File: src/rtl/ex_mem_if.sv
// ----------------------------------------------------------------------------
// ex_mem_if
// Bundle of the execute-side and memory-side signals of the EX/MEM pipeline
// register.
//   master : the execute stage. It drives ex_*, hilo_i and cnt_i, and reads
//            mem_*, hilo_o and cnt_o.
//   slave  : the EX/MEM register. It reads ex_*, hilo_i and cnt_i, and drives
//            mem_*, hilo_o and cnt_o.
// Widths follow DATA_W (GPR/HI/LO), ADDR_W (register address) and CNT_W
// (multi-cycle step counter).
// ----------------------------------------------------------------------------
interface ex_mem_if #(
    parameter int DATA_W = 32,
    parameter int ADDR_W = 5,
    parameter int CNT_W  = 2
);
    // execute -> EX/MEM
    logic [ADDR_W-1:0]   ex_wd;
    logic                ex_wreg;
    logic [DATA_W-1:0]   ex_wdata;
    logic [DATA_W-1:0]   ex_hi;
    logic [DATA_W-1:0]   ex_lo;
    logic                ex_whilo;
    logic [2*DATA_W-1:0] hilo_i;
    logic [CNT_W-1:0]    cnt_i;

    // EX/MEM -> memory stage and execute feedback
    logic [ADDR_W-1:0]   mem_wd;
    logic                mem_wreg;
    logic [DATA_W-1:0]   mem_wdata;
    logic [DATA_W-1:0]   mem_hi;
    logic [DATA_W-1:0]   mem_lo;
    logic                mem_whilo;
    logic [2*DATA_W-1:0] hilo_o;
    logic [CNT_W-1:0]    cnt_o;

    modport master (
        output ex_wd, ex_wreg, ex_wdata, ex_hi, ex_lo, ex_whilo, hilo_i, cnt_i,
        input  mem_wd, mem_wreg, mem_wdata, mem_hi, mem_lo, mem_whilo, hilo_o, cnt_o
    );

    modport slave (
        input  ex_wd, ex_wreg, ex_wdata, ex_hi, ex_lo, ex_whilo, hilo_i, cnt_i,
        output mem_wd, mem_wreg, mem_wdata, mem_hi, mem_lo, mem_whilo, hilo_o, cnt_o
    );
endinterface

File: src/rtl/ex_mem.sv
// ----------------------------------------------------------------------------
// ex_mem
// Pipeline register between the execute stage and the memory-access stage.
// It captures the GPR and HI/LO write requests from execute. It also holds
// the 64-bit intermediate product and the step counter of a two-cycle
// multiply-accumulate, and returns them to execute. A saturating counter
// records how many bubbles were inserted.
//
// Ports:
//   clk        : core clock, all state updates on the rising edge
//   rst        : synchronous, active-high reset
//   stall[5:0] : pipeline stall vector. Only bit 3 (execute stalled) and
//                bit 4 (mem stalled) are decoded.
//   flush      : discards the execute-stage content and aborts a multi-cycle op
//   bus        : ex_mem_if.slave. Carries ex_*/hilo_i/cnt_i in and
//                mem_*/hilo_o/cnt_o out.
//   bubble_cnt : saturating count of inserted bubbles
//
// Every output is driven straight from a flop.
// ----------------------------------------------------------------------------
module ex_mem #(
    parameter int DATA_W = 32,
    parameter int ADDR_W = 5,
    parameter int CNT_W  = 2,
    parameter int BUB_W  = 16
) (
    input  logic             clk,
    input  logic             rst,
    input  logic [5:0]       stall,
    input  logic             flush,
    ex_mem_if.slave          bus,
    output logic [BUB_W-1:0] bubble_cnt
);

    localparam logic [BUB_W-1:0] BUB_MAX = {BUB_W{1'b1}};
    localparam logic [BUB_W-1:0] BUB_ONE = {{(BUB_W-1){1'b0}}, 1'b1};

    // What the next edge does. Reset is handled in the flop block itself.
    typedef enum logic [1:0] {
        ACT_FLUSH   = 2'd0,
        ACT_BUBBLE  = 2'd1,
        ACT_ADVANCE = 2'd2,
        ACT_HOLD    = 2'd3
    } act_e;

    act_e act_s;

    logic [ADDR_W-1:0]   mem_wd_d,    mem_wd_q;
    logic                mem_wreg_d,  mem_wreg_q;
    logic [DATA_W-1:0]   mem_wdata_d, mem_wdata_q;
    logic [DATA_W-1:0]   mem_hi_d,    mem_hi_q;
    logic [DATA_W-1:0]   mem_lo_d,    mem_lo_q;
    logic                mem_whilo_d, mem_whilo_q;
    logic [2*DATA_W-1:0] hilo_d,      hilo_q;
    logic [CNT_W-1:0]    cnt_d,       cnt_q;
    logic [BUB_W-1:0]    bub_d,       bub_q;

    // These stall bits belong to other stages and are deliberately ignored.
    logic unused_stall_s;
    assign unused_stall_s = ^{stall[5], stall[2:0]};

    // Decode flush/stall into a single action. Flush overrides any stall
    // pattern. The illegal stall[3]=0/stall[4]=1 pattern falls into Advance.
    always_comb begin
        act_s = ACT_HOLD;
        if (flush) begin
            act_s = ACT_FLUSH;
        end else if (!stall[3]) begin
            act_s = ACT_ADVANCE;
        end else if (!stall[4]) begin
            act_s = ACT_BUBBLE;
        end else begin
            act_s = ACT_HOLD;
        end
    end

    // Next-state values for every register, selected by the decoded action.
    always_comb begin
        mem_wd_d    = mem_wd_q;
        mem_wreg_d  = mem_wreg_q;
        mem_wdata_d = mem_wdata_q;
        mem_hi_d    = mem_hi_q;
        mem_lo_d    = mem_lo_q;
        mem_whilo_d = mem_whilo_q;
        hilo_d      = hilo_q;
        cnt_d       = cnt_q;
        bub_d       = bub_q;
        case (act_s)
            ACT_FLUSH: begin
                mem_wd_d    = '0;
                mem_wreg_d  = 1'b0;
                mem_wdata_d = '0;
                mem_hi_d    = '0;
                mem_lo_d    = '0;
                mem_whilo_d = 1'b0;
                hilo_d      = '0;
                cnt_d       = '0;
            end
            ACT_BUBBLE: begin
                // A NOP goes to mem while the partial product loops back.
                mem_wd_d    = '0;
                mem_wreg_d  = 1'b0;
                mem_wdata_d = '0;
                mem_hi_d    = '0;
                mem_lo_d    = '0;
                mem_whilo_d = 1'b0;
                hilo_d      = bus.hilo_i;
                cnt_d       = bus.cnt_i;
                if (bub_q == BUB_MAX) begin
                    bub_d = bub_q;
                end else begin
                    bub_d = bub_q + BUB_ONE;
                end
            end
            ACT_ADVANCE: begin
                // HI/LO are captured regardless of ex_whilo. Consumers
                // qualify them with mem_whilo.
                mem_wd_d    = bus.ex_wd;
                mem_wreg_d  = bus.ex_wreg;
                mem_wdata_d = bus.ex_wdata;
                mem_hi_d    = bus.ex_hi;
                mem_lo_d    = bus.ex_lo;
                mem_whilo_d = bus.ex_whilo;
                hilo_d      = '0;
                cnt_d       = '0;
            end
            ACT_HOLD: begin
                bub_d = bub_q;
            end
            default: begin
                bub_d = bub_q;
            end
        endcase
    end

    // State registers. A synchronous reset clears everything, including any
    // multi-cycle op in progress.
    always_ff @(posedge clk) begin
        if (rst) begin
            mem_wd_q    <= '0;
            mem_wreg_q  <= 1'b0;
            mem_wdata_q <= '0;
            mem_hi_q    <= '0;
            mem_lo_q    <= '0;
            mem_whilo_q <= 1'b0;
            hilo_q      <= '0;
            cnt_q       <= '0;
            bub_q       <= '0;
        end else begin
            mem_wd_q    <= mem_wd_d;
            mem_wreg_q  <= mem_wreg_d;
            mem_wdata_q <= mem_wdata_d;
            mem_hi_q    <= mem_hi_d;
            mem_lo_q    <= mem_lo_d;
            mem_whilo_q <= mem_whilo_d;
            hilo_q      <= hilo_d;
            cnt_q       <= cnt_d;
            bub_q       <= bub_d;
        end
    end

    assign bus.mem_wd    = mem_wd_q;
    assign bus.mem_wreg  = mem_wreg_q;
    assign bus.mem_wdata = mem_wdata_q;
    assign bus.mem_hi    = mem_hi_q;
    assign bus.mem_lo    = mem_lo_q;
    assign bus.mem_whilo = mem_whilo_q;
    assign bus.hilo_o    = hilo_q;
    assign bus.cnt_o     = cnt_q;
    assign bubble_cnt    = bub_q;

endmodule

File: src/flat_wrapper.sv
// flat-port wrapper written by rule: the top's interface ports become plain ports
module ex_mem_flat 
#(
    parameter int DATA_W = 32,
    parameter int ADDR_W = 5,
    parameter int CNT_W  = 2,
    parameter int BUB_W  = 16
)
  (clk, rst, stall, flush, bubble_cnt, bus_ex_wd, bus_ex_wreg, bus_ex_wdata, bus_ex_hi, bus_ex_lo, bus_ex_whilo, bus_hilo_i, bus_cnt_i, bus_mem_wd, bus_mem_wreg, bus_mem_wdata, bus_mem_hi, bus_mem_lo, bus_mem_whilo, bus_hilo_o, bus_cnt_o);
  ex_mem_if #(.DATA_W(DATA_W), .ADDR_W(ADDR_W), .CNT_W(CNT_W)) bus_i ();
  input  logic clk;
  input  logic rst;
  input  logic [5:0] stall;
  input  logic flush;
  output logic [BUB_W-1:0] bubble_cnt;
  input wire logic [$bits(bus_i.ex_wd)-1:0] bus_ex_wd;
  input wire logic [$bits(bus_i.ex_wreg)-1:0] bus_ex_wreg;
  input wire logic [$bits(bus_i.ex_wdata)-1:0] bus_ex_wdata;
  input wire logic [$bits(bus_i.ex_hi)-1:0] bus_ex_hi;
  input wire logic [$bits(bus_i.ex_lo)-1:0] bus_ex_lo;
  input wire logic [$bits(bus_i.ex_whilo)-1:0] bus_ex_whilo;
  input wire logic [$bits(bus_i.hilo_i)-1:0] bus_hilo_i;
  input wire logic [$bits(bus_i.cnt_i)-1:0] bus_cnt_i;
  output wire logic [$bits(bus_i.mem_wd)-1:0] bus_mem_wd;
  output wire logic [$bits(bus_i.mem_wreg)-1:0] bus_mem_wreg;
  output wire logic [$bits(bus_i.mem_wdata)-1:0] bus_mem_wdata;
  output wire logic [$bits(bus_i.mem_hi)-1:0] bus_mem_hi;
  output wire logic [$bits(bus_i.mem_lo)-1:0] bus_mem_lo;
  output wire logic [$bits(bus_i.mem_whilo)-1:0] bus_mem_whilo;
  output wire logic [$bits(bus_i.hilo_o)-1:0] bus_hilo_o;
  output wire logic [$bits(bus_i.cnt_o)-1:0] bus_cnt_o;
  assign bus_i.ex_wd = bus_ex_wd;
  assign bus_i.ex_wreg = bus_ex_wreg;
  assign bus_i.ex_wdata = bus_ex_wdata;
  assign bus_i.ex_hi = bus_ex_hi;
  assign bus_i.ex_lo = bus_ex_lo;
  assign bus_i.ex_whilo = bus_ex_whilo;
  assign bus_i.hilo_i = bus_hilo_i;
  assign bus_i.cnt_i = bus_cnt_i;
  assign bus_mem_wd = bus_i.mem_wd;
  assign bus_mem_wreg = bus_i.mem_wreg;
  assign bus_mem_wdata = bus_i.mem_wdata;
  assign bus_mem_hi = bus_i.mem_hi;
  assign bus_mem_lo = bus_i.mem_lo;
  assign bus_mem_whilo = bus_i.mem_whilo;
  assign bus_hilo_o = bus_i.hilo_o;
  assign bus_cnt_o = bus_i.cnt_o;
  ex_mem #(.DATA_W(DATA_W), .ADDR_W(ADDR_W), .CNT_W(CNT_W), .BUB_W(BUB_W)) u_core (.clk(clk), .rst(rst), .stall(stall), .flush(flush), .bus(bus_i), .bubble_cnt(bubble_cnt));
endmodule
File: config.mk
export PLATFORM = sky130hd
export DESIGN_NAME = ex_mem_flat
export DESIGN_NICKNAME = d
export VERILOG_FILES = /design/src/rtl/ex_mem_if.sv /design/src/rtl/ex_mem.sv /design/src/flat_wrapper.sv
export SDC_FILE = /design/constraint.sdc
export NUM_CORES = 1
export LEC_CHECK = 0
export CORE_MARGIN = 8
export CORE_UTILIZATION = 28
export DETAILED_ROUTE_END_ITERATION = 8
export HOLD_SLACK_MARGIN = 0.03
export SYNTH_ARGS = -nofsm -noshare
export SYNTH_HDL_FRONTEND = slang
export SYNTH_SLANG_ARGS = --single-unit
File: constraint.sdc
create_clock -name clk -period 1.7 [get_ports clk]
set_clock_uncertainty 0.05 [all_clocks]
set_input_delay 0.34 -clock clk [delete_from_list [all_inputs] [get_ports clk]]
set_output_delay 0.34 -clock clk [all_outputs]
set_load 0.01 [all_outputs]
Word-level counts from Yosys, hierarchy flattened

Cells that the tools add are included.

Add/sub/neg operators: 1
Eq/ne operators: 3
Muxes and demuxes: 11
Bitwise operators: 1
Reduce and logical (&&, ||, !) cells: 6

Operators by type and width:

| cell                  | number |
|---|---|
| $pmux 32 s2           | 3 |
| $pmux 64 s2           | 1 |
| $add 16x1->16 const B | 1 |
| $eq 16x16->1 const B  | 1 |
| $pmux 5 s2            | 1 |
| $mux 2                | 3 |
| $pmux 1 s2            | 2 |
| $pmux 2 s2            | 1 |
| $reduce_bool 2->1     | 2 |
| $reduce_or 2->1       | 2 |
| $eq 2x1->1 const B    | 1 |
| $eq 2x2->1 const B    | 1 |
| $logic_not 2->1       | 1 |
| $reduce_and 2->1      | 1 |
| $not 1->1             | 1 |

Register bits: 185
Input bits: 178

Logic depth before layout (Yosys ltp)

Gate-level depths: netlist of run 1.

Depth in word-level cells: 6
Gate-level depth with buffers: 6

Worst setup path before layout of run 1

No wires, ideal clock.

Kind: register to register
Start: register u_core.bub_q[0] (netlist: u_core.bubble_cnt[0])
End: register u_core.bub_q[2] (netlist: u_core.bubble_cnt[2])
Library setup time: 0.091 ns
Arrival time: 1.727 ns
Required time: 1.559 ns
Slack: -0.168 ns
Cell stages (with the launch flop): 7
Path buffers: 1
Period minus slack after synthesis: 1.868 ns
Path through: dfxtp_1 ha_1 nand4_1 nor4_4 buf_2 nor2_1 a311oi_1

Cells in the longest elaborated chain, start to end: 3
Elaborated cells on any way between the ends: 4
Classes of those cells: 1 x add/sub; 1 x eq/ne; 1 x bitwise; 1 x reduce/logical

RTL lines:

| item                                                  | line          | RTL |
|---|---|---|
| start, declared                                       | ex_mem.sv:56  | `logic [BUB_W-1:0] bub_d, bub_q;` |
| start signal, assigned                                | ex_mem.sv:158 | `bub_q <= bub_d;` |
| branches (longest 3 deep; another with $add 16x1->16) | n/a           |  |

Several ways; the timed one is not identified.
A chain may end at the register's enable or synchronous reset.

Worst setup path after layout of run 1

Start: register u_core.bub_q[1] (netlist: u_core.bubble_cnt[1])
End: register u_core.bub_q[7] (netlist: u_core.bubble_cnt[7])

Same word-level chain as after synthesis.

==> metrics.txt, run 1 <==
layout cells sized above 1=11.76%; Fmax achieved=0.5864 GHz; clk slew on worst S/H paths=0.08 ns; sequential fraction of the synthesis area=58.42%; Hold Crit Class=primary input to flip-flop; cell taking the most area after synthesis=dfxtp_1; CTS tree=yes; hold_buf cts=0; Internal=7.056 mW; fin crit share=100.3%; final setup margin=-0.005372 ns; met2 wire length=11790 microns; largest net degree at the start of global routing=64; syn_area_per_cell=9.606 sq um; element type at the critical path end=flip-flop; core area=22430 sq um; Die Ht=166.5 microns; Port Buf Inserts=358; critical path cell sequence=ha_4 > nand4_1 > nor4_4 > buf_4 > buf_6 > or4_4 > a21oi_2; Synth cell types=34; most frequent cells in the layout=dlygate4sd2_1 (188), dfxtp_1 (180), nor2_1 (175), a22oi_1 (169), clkdlybuf4s50_1 (169); post-DR wirelength/cell=18.05 microns; Max VDD drop=0.5717 mV; htree depth=4; share of power burned in registers=47.4%; sequential cell area=3712 sq um; vias in the first global route=6499; Die Width=166.5 microns; Synth-to-Final Area Change=76.81%; row count=55; switching power total=2.391 mW; CP max stage delay=0.41 ns; ant diodes=0; layout net count=1229; Pleak=5.034 nW; met3 routed WL=1860 microns; Setup-failing EPs final=1; drt initial violations=397; DRC=0; CP max FO=4; clk_lat worst skew=0.43 ns; Synth Instances=660; CP arrival=2.02 ns; top cells by area, synth=dfxtp_1 (58%), a22oi_1 (20%), nor2_1 (10%); die area=27710 sq um; Slew Limit Fails=0; final non-filler cell area=11210 sq um; DRT Wirelength=24330 microns; CTS Sinks=185; max layer used=met4; setup tns final=-0.005372 ns; # IOs=363; Crit Path Category=flip-flop to flip-flop; 1st-pass router iterations=4; Slew @ Worst Pin=0.3673 ns; Final GP Congestion=0.7696; Area after DPL=10800 sq um; post-synth top area share=58.42%; Metal-1 WL=10310 microns; Switching Fraction=25.31%; Seq cells post-synth=185; most common cell after layout, fill and taps aside=dlygate4sd2_1; Inserted Clock Buffers=17; post-DP HPWL=18090 microns; power per cell area=842.7 nW/um^2; Mapped Nets=839; Logic pwr share=11.4%; GRT Overall Usage=16.93%; post-route ant nets=0; Critical-path top delay cell=or4_4; Clock Path Buffers=2; status=complete, but fails checks; initial antenna violation count=0; final core utilization=49.97%; GRT overflow=0; WP data required=2.01 ns; minimum clock period=1.705 ns; first-pass GRT wire length=37590 microns; CTS root buf=clkbuf_16; initial core utilization=28.26%; detailed-route via count=6394; unrepaired setup endpoints after global routing=yes; violated checks=setup timing; clock power share=41.2%; Max transition margin=75.51%; Final Hold Fails=0; Multi-input gate area=2456 sq um; Avg Vias per Cell=4.743; synth warn=0; Mapped Area=6340 sq um; crit path launch type=flip-flop; fillers=2171; MaxCap Viol Count=0
==> metrics by stage <==
step	hold slack, ns	setup WS, ns	instances	power, mW
final	0.2134	-0.005372	1348	9.446
after global routing	0.2260	-0.06541	1348	9.879
after CTS	0.1939	-0.01753	1347	9.586
after detailed placement	0.4315	-0.5637	1312	5.740
after global placement	0.4279	-0.5106	1312	5.735
after floorplan	0.4383	-0.002029	660	4.919
==> cell usage after synthesis <==
| master | instances |
|---|---|
| dfxtp_1 | 185 |
| nor2_1 | 176 |
| a22oi_1 | 169 |
| clkbuf_1 | 55 |
| a21oi_1 | 11 |
| nand3_1 | 6 |
| o31ai_1 | 6 |
| nand4_1 | 5 |
| or3_1 | 5 |
| buf_1 | 4 |
| nand2_1 | 4 |
| o21ai_0 | 4 |
| or4_1 | 4 |
| a311oi_1 | 2 |
| and3_1 | 2 |
| and4_1 | 2 |
| buf_2 | 2 |
| nor4_1 | 2 |
| a211oi_1 | 1 |
| a31oi_1 | 1 |
| and3b_1 | 1 |
| ha_1 | 1 |
| mux2_2 | 1 |
| nand2b_1 | 1 |
| nand3b_1 | 1 |
| nor2b_1 | 1 |
| nor3_1 | 1 |
| nor3b_4 | 1 |
| nor4_2 | 1 |
| nor4_4 | 1 |
| o2111ai_1 | 1 |
| o21bai_1 | 1 |
| or3b_1 | 1 |
| xor2_1 | 1 |
==> area by class of cell <==
cell class	instances	share of cell area (%)
repair buffers	432	36.77
multi-input cells	414	21.91
clock inverters	13	1.072
flip-flops and latches	185	33.12
clock buffers	19	3.951
well taps	285	3.181
==> timing repair <==
action                     CTS  global route
pin swaps                    2            13
setup buffers                3             1
setup endpoints to repair  197            10
gates resized for setup    192            12
==> registers in the layout, summed over array words and instances, names as in the netlist <==
name,count
u_core.bus.hilo_o,64
u_core.bus.mem_hi,32
u_core.bus.mem_lo,32
u_core.bus.mem_wdata,32
u_core.bubble_cnt,16
u_core.bus.mem_wd,5
u_core.bus.cnt_o,2
u_core.bus.mem_whilo,1
u_core.bus.mem_wreg,1
==> worst paths after layout <==
kind	start	slack [ns]	cells after the start	endpoint
setup reg to reg	u_core.bubble_cnt[1]	-0.005	7	u_core.bubble_cnt[7]
hold reg to reg	u_core.bus.hilo_o[36]	0.44	2	u_core.bus.hilo_o[36]
hold / removal	rst	0.21	2	u_core.bus.mem_whilo
setup / recovery	u_core.bubble_cnt[1]	-0.005	7	u_core.bubble_cnt[7]
==> cell families (layout without fill, tap and decap cells) <==
group | after synthesis | after routing | synth area share, %
compound gates | 196 | 196 | 22.66
xor+xnor | 1 | 1 | 0.1382
fa+ha+maj | 1 | 1 | 0.1973
buf+inv | 61 | 464 | 3.651
flops | 185 | 185 | 58.42
mux | 1 | 1 | 0.1776
simple gates | 215 | 215 | 14.76
==> power groups by stage <==
stage	Sequential (mW)	Clock [mW]	Combinational, mW
6_report	4.48	3.89	1.08
5_1_grt	4.49	4.22	1.16
4_1_cts	4.48	4.01	1.09
3_5_place_dp	4.59	0	1.15
3_3_place_gp	4.58	0	1.15
2_1_floorplan	4.63	0	0.286
==> routing by layer <==
metal  track usage (%)  vias up
li1                  -     3169
met1             19.13     2997
met2             29.12      207
met3             6.288       21
met4             5.523        0
met5                 0        -
==> critical path: cells and delay by family (launching register included) <==
family,cells,cell delay (ns)
buffers and inverters,2,0.27
DFF,1,0.37
adders and majority gates,1,0.16
and+or+nand+nor,3,0.64
AOI/OAI and AO/OA,1,0.14
No activity file was read; power rests on OpenSTA's default activity.
==> run 2, diff against run 1 <==
--- a/config.mk
+++ b/config.mk
@@ -10,3 +10,4 @@
 export DETAILED_ROUTE_END_ITERATION = 8
-export HOLD_SLACK_MARGIN = 0.03
+export HOLD_SLACK_MARGIN = 0.08
+export PLACE_DENSITY = 0.6
 export SYNTH_ARGS = -nofsm -noshare
==> constraint.sdc (replaced) <==
create_clock -name clk -period 1.7 [get_ports clk]
set_clock_uncertainty 0.05 [all_clocks]
set_input_delay 0.17 -clock clk [delete_from_list [all_inputs] [get_ports clk]]
set_output_delay 0.17 -clock clk [all_outputs]
set_load 0.01 [all_outputs]
==> metrics.txt, run 2 (synthesis results as in run 1) <==
Switching Fraction=22.05%; Critical-path top delay cell=nor4_4; GRT Overall Usage=17.30%; Final GP Congestion=0.7554; Placed Cells=1300; WP data required=1.96 ns; worst reg2reg path depth=5; Logic pwr share=11.0%; clock power share=45.5%; total power=10.33 mW; Crit Path Category=flip-flop to flip-flop; Max VDD drop=0.5947 mV; most common cell after layout, fill and taps aside=clkdlybuf4s50_1; GRT overflow=0; Max transition margin=58.11%; switching power total=2.277 mW; unrepaired setup endpoints after global routing=yes; Slew Limit Fails=0; MaxCap Viol Count=0; vias in the first global route=6550; layout net count=1221; initial core utilization=28.26%; htree depth=4; layout cells sized above 1=10.92%; minimum clock period=1.664 ns; Clock Path Buffers=2; CP max stage delay=0.42 ns; clk slew on worst S/H paths=0.07 ns; power per cell area=897.2 nW/um^2; Pleak=4.353 nW; Inserted Clock Buffers=17; WHS Path Cells=2; initial antenna violation count=2; Avg Vias per Cell=4.829; clk_lat worst skew=0.42 ns; fin crit share=97.85%; fillers=2069; DRC=0; Slew @ Worst Pin=0.6263 ns; element type at the critical path end=flip-flop; Final Hold Fails=0; die area=27710 sq um; Setup-failing EPs final=0; drt initial violations=336; Fmax achieved=0.6011 GHz; DRT Wirelength=24840 microns; core area=22430 sq um; critical path cell sequence=nand4_1 > nor4_4 > buf_4 > nor4_2 > mux2_2; # IOs=363; non-filler cells, final=1339; 1st-pass router iterations=5; CP arrival=1.93 ns; status=finished clean; Port Buf Inserts=358; Internal=8.050 mW; share of power burned in registers=43.4%; Die Ht=166.5 microns; crit path launch type=flip-flop; post-DR wirelength/cell=18.55 microns; max FFs per register=64; Synth-to-Final Area Change=81.57%; detailed-route via count=6466; Hold Crit Class=primary input to flip-flop; largest net degree at the start of global routing=61; CTS Sinks=185; most frequent cells in the layout=clkdlybuf4s50_1 (344), dfxtp_1 (177), nor2_1 (174), a22oi_1 (169), buf_4 (46); Die Width=166.5 microns; row count=55; CTS tree=yes; post-DP HPWL=17970 microns; CP max FO=4; first-pass GRT wire length=38320 microns; CTS root buf=clkbuf_16; post-route ant nets=0
run 2: cell count changes in the layout (fill, tap and decap cells not counted), moves of 7 or more:
cell             delta
dlygate4sd2_1     -182
buf_4              -10
bufinv_16           +7
dlymetal6s2s_1      +7
clkdlybuf4s50_1   +175
run 2: critical path, delay by kind of cell (launching register included):
| family | cells | cell delay (ns) |
|---|---|---|
| buffers and inverters | 1 | 0.19 |
| AND/OR/NAND/NOR | 3 | 0.68 |
| multiplexers | 1 | 0.27 |
| flip-flops | 1 | 0.36 |
run 2: timing repair:
action,CTS,global route
hold endpoints to repair,25,12
pin swaps,2,4
buffers inserted,1,4
cloned,1,0
endpoints found under the setup margin,11,17
gates resized for setup,12,18
run 2: power groups by stage:
stage / Sequential [mW] / Clock (mW) / Combinational (mW)
floorplan: 4.63 / 0 / 0.286
global placement: 4.58 / 0 / 1.14
detailed placement: 4.59 / 0 / 1.14
CTS: 4.49 / 4.84 / 1.15
global route: 4.50 / 5.02 / 1.22
finish: 4.48 / 4.70 / 1.14
run 2: routing by layer:
layer	up-vias	part of all wire (%)	track usage, %
met5	-	0.052	0
met4	2	2.3	5.954
met3	29	8.2	7.187
met2	233	49	29.40
met1	3064	40	19.26
li1	3138	-	-
run 2: layout make-up:
cell class | instances | area, sq um | area share [%]
timing repair buffer | 424 | 4297 | 37.33
sequential | 185 | 3719 | 32.30
multi-input combinational | 414 | 2450 | 21.28
clock buffer | 17 | 425.4 | 3.696
tap | 285 | 356.6 | 3.098
clock inverter | 13 | 261.5 | 2.272
antenna | 1 | 2.502 | 0.02174
run 2: through the flow:
step	setup slack [ns]	area [sq um]	hold WS (ns)	TNS, ns	util [%]
floorplan	0.005194	6345	0.2683	0	-
global placement	-0.3784	10700	0.4281	-13.91	47.69
detailed placement	-0.3952	10700	0.4318	-17.16	47.69
CTS	-0.02008	11410	0.04302	-0.02451	50.86
global route	-0.008083	11510	0.02284	-0.01335	51.31
finish	0.03647	11510	0.02593	0	51.31
run 2: worst paths after layout:
path / start / endpoint / slack (ns)
worst max register to register: u_core.bubble_cnt[10] / u_core.bubble_cnt[15] / 0.04
worst min-delay path: rst / u_core.bubble_cnt[0] / 0.03
worst min register to register: u_core.bus.cnt_o[0] / u_core.bus.cnt_o[0] / 0.44
worst max-delay path: u_core.bubble_cnt[10] / u_core.bubble_cnt[15] / 0.04
==> run 3, diff against run 2 <==
- CTS_BUF_LIST: default -> sky130_fd_sc_hd__clkbuf_8
==> metrics.txt, run 3 (synthesis results as in run 1) <==
layout cells sized above 1=10.75%; core area=22430 sq um; Hold Crit Class=primary input to flip-flop; clk slew on worst S/H paths=0.10 ns; first-pass GRT wire length=38100 microns; Slew Limit Fails=0; post-route ant nets=0; vias in the first global route=6541; CP arrival=2.05 ns; largest net degree at the start of global routing=61; Pleak=4.192 nW; GRT overflow=0; Final Hold Fails=0; # IOs=363; Placed Cells=1300; violated checks=setup timing; Slew @ Worst Pin=0.3889 ns; most common cell after layout, fill and taps aside=clkdlybuf4s50_1; element type at the critical path end=flip-flop; minimum clock period=1.705 ns; r2r setup slk=-0.005 ns; Die Width=166.5 microns; post-DP HPWL=17970 microns; layout net count=1219; initial core utilization=28.26%; final setup margin=-0.005454 ns; power per cell area=827.4 nW/um^2; CP max stage delay=0.47 ns; DRT Wirelength=24440 microns; post-DR wirelength/cell=18.28 microns; Setup-failing EPs final=1; final non-filler cell area=11290 sq um; Synth-to-Final Area Change=78.05%; detailed-route via count=6400; switching power total=2.149 mW; CTS tree=yes; Inserted Clock Buffers=17; WP data required=2.05 ns; Max VDD drop=0.6223 mV; drt initial violations=358; CTS Sinks=185; Logic pwr share=12.2%; Fmax achieved=0.5864 GHz; most frequent cells in the layout=clkdlybuf4s50_1 (343), dfxtp_1 (176), nor2_1 (174), a22oi_1 (169), buf_4 (43); share of power burned in registers=48.0%; Internal=7.191 mW; Crit Path Category=flip-flop to flip-flop; GRT Overall Usage=17.15%; CP max FO=4; Area after DPL=10700 sq um; clock power share=39.8%; Critical-path top delay cell=or4_4; Final GP Congestion=0.7554; fillers=2105; status=complete, but fails checks; unrepaired setup endpoints after global routing=yes; Port Buf Inserts=358; Die Ht=166.5 microns; fin crit share=100.3%; clk_lat worst skew=0.45 ns; DRC=0; Avg Vias per Cell=4.787; initial antenna violation count=2; htree depth=4; crit path launch type=flip-flop; Max transition margin=74.05%; max FFs per register=64; non-filler cells, final=1337; MaxCap Viol Count=0; CTS root buf=clkbuf_8; row count=55; 1st-pass router iterations=5; Switching Fraction=23.01%; critical path cell sequence=ha_4 > nand4_1 > nor4_4 > buf_4 > buf_6 > or4_4 > a21oi_2; Clock Path Buffers=2; die area=27710 sq um
-- run 3: power by group through the flow --
stage          logic (mW)  clock network, mW  registers, mW
6_report             1.14               3.72           4.49
3_3_place_gp         1.14                  0           4.58
2_1_floorplan       0.286                  0           4.63
5_1_grt              1.22               4.02           4.50
4_1_cts              1.15               3.85           4.49
3_5_place_dp         1.14                  0           4.59
-- run 3: per-layer routing --
layer	GRT usage, %	wire length (microns)	part of all wire [%]	vias to the layer above
li1	-	-	-	3132
met1	18.94	9875	40	3007
met2	29.44	11930	49	230
met3	6.596	2001	8.2	29
met4	6.580	617	2.5	2
met5	0	13	0.053	-
-- run 3: path summary, 6_finish.rpt --
path,start,endpoint,cells after the start
setup reg to reg,u_core.bubble_cnt[0],u_core.bubble_cnt[13],7
hold / removal,bus_ex_hi[18],u_core.bus.mem_hi[18],3
setup / recovery,u_core.bubble_cnt[0],u_core.bubble_cnt[13],7
hold reg to reg,u_core.bubble_cnt[2],u_core.bubble_cnt[2],1
-- run 3: per-stage QoR --
step / utilization, % / TNS, ns / total power, mW / setup WS (ns) / hold WS (ns)
final: 50.32 / -0.005454 / 9.340 / -0.005454 / 0.2753
after detailed placement: 47.69 / -17.16 / 5.723 / -0.3952 / 0.4318
after CTS: 50.11 / -0.01335 / 9.491 / -0.01335 / 0.2260
after global placement: 47.69 / -13.91 / 5.717 / -0.3784 / 0.4281
after global routing: 50.32 / -0.1050 / 9.741 / -0.05312 / 0.2438
after floorplan: - / 0 / 4.919 / 0.005194 / 0.2683
-- run 3: critical path: cells and delay by family, from the launching register on --
kind            cells  cell delay (ns)
simple gates        3             0.69
flops               1             0.37
buf+inv             2             0.27
fa+ha+maj           1             0.16
compound gates      1             0.13
-- run 3: timing repair --
item | 4_1_cts | 5_1_grt
hold endpoints to repair | 31 | 0
setup buffers | 2 | 2
pin swaps | 3 | 4
resized for setup | 21 | 10
setup endpoints to repair | 17 | 7
hold buffers | 2 | 0
-- run 3: cell type report --
class | instances | area, sq um | share of cell area [%]
diodes | 1 | 2.502 | 0.02217
clock buffers | 17 | 234.0 | 2.073
clock inverters | 13 | 261.5 | 2.317
multi-input cells | 414 | 2439 | 21.60
flip-flops and latches | 185 | 3717 | 32.93
well taps | 285 | 356.6 | 3.159
repair buffers | 422 | 4278 | 37.90
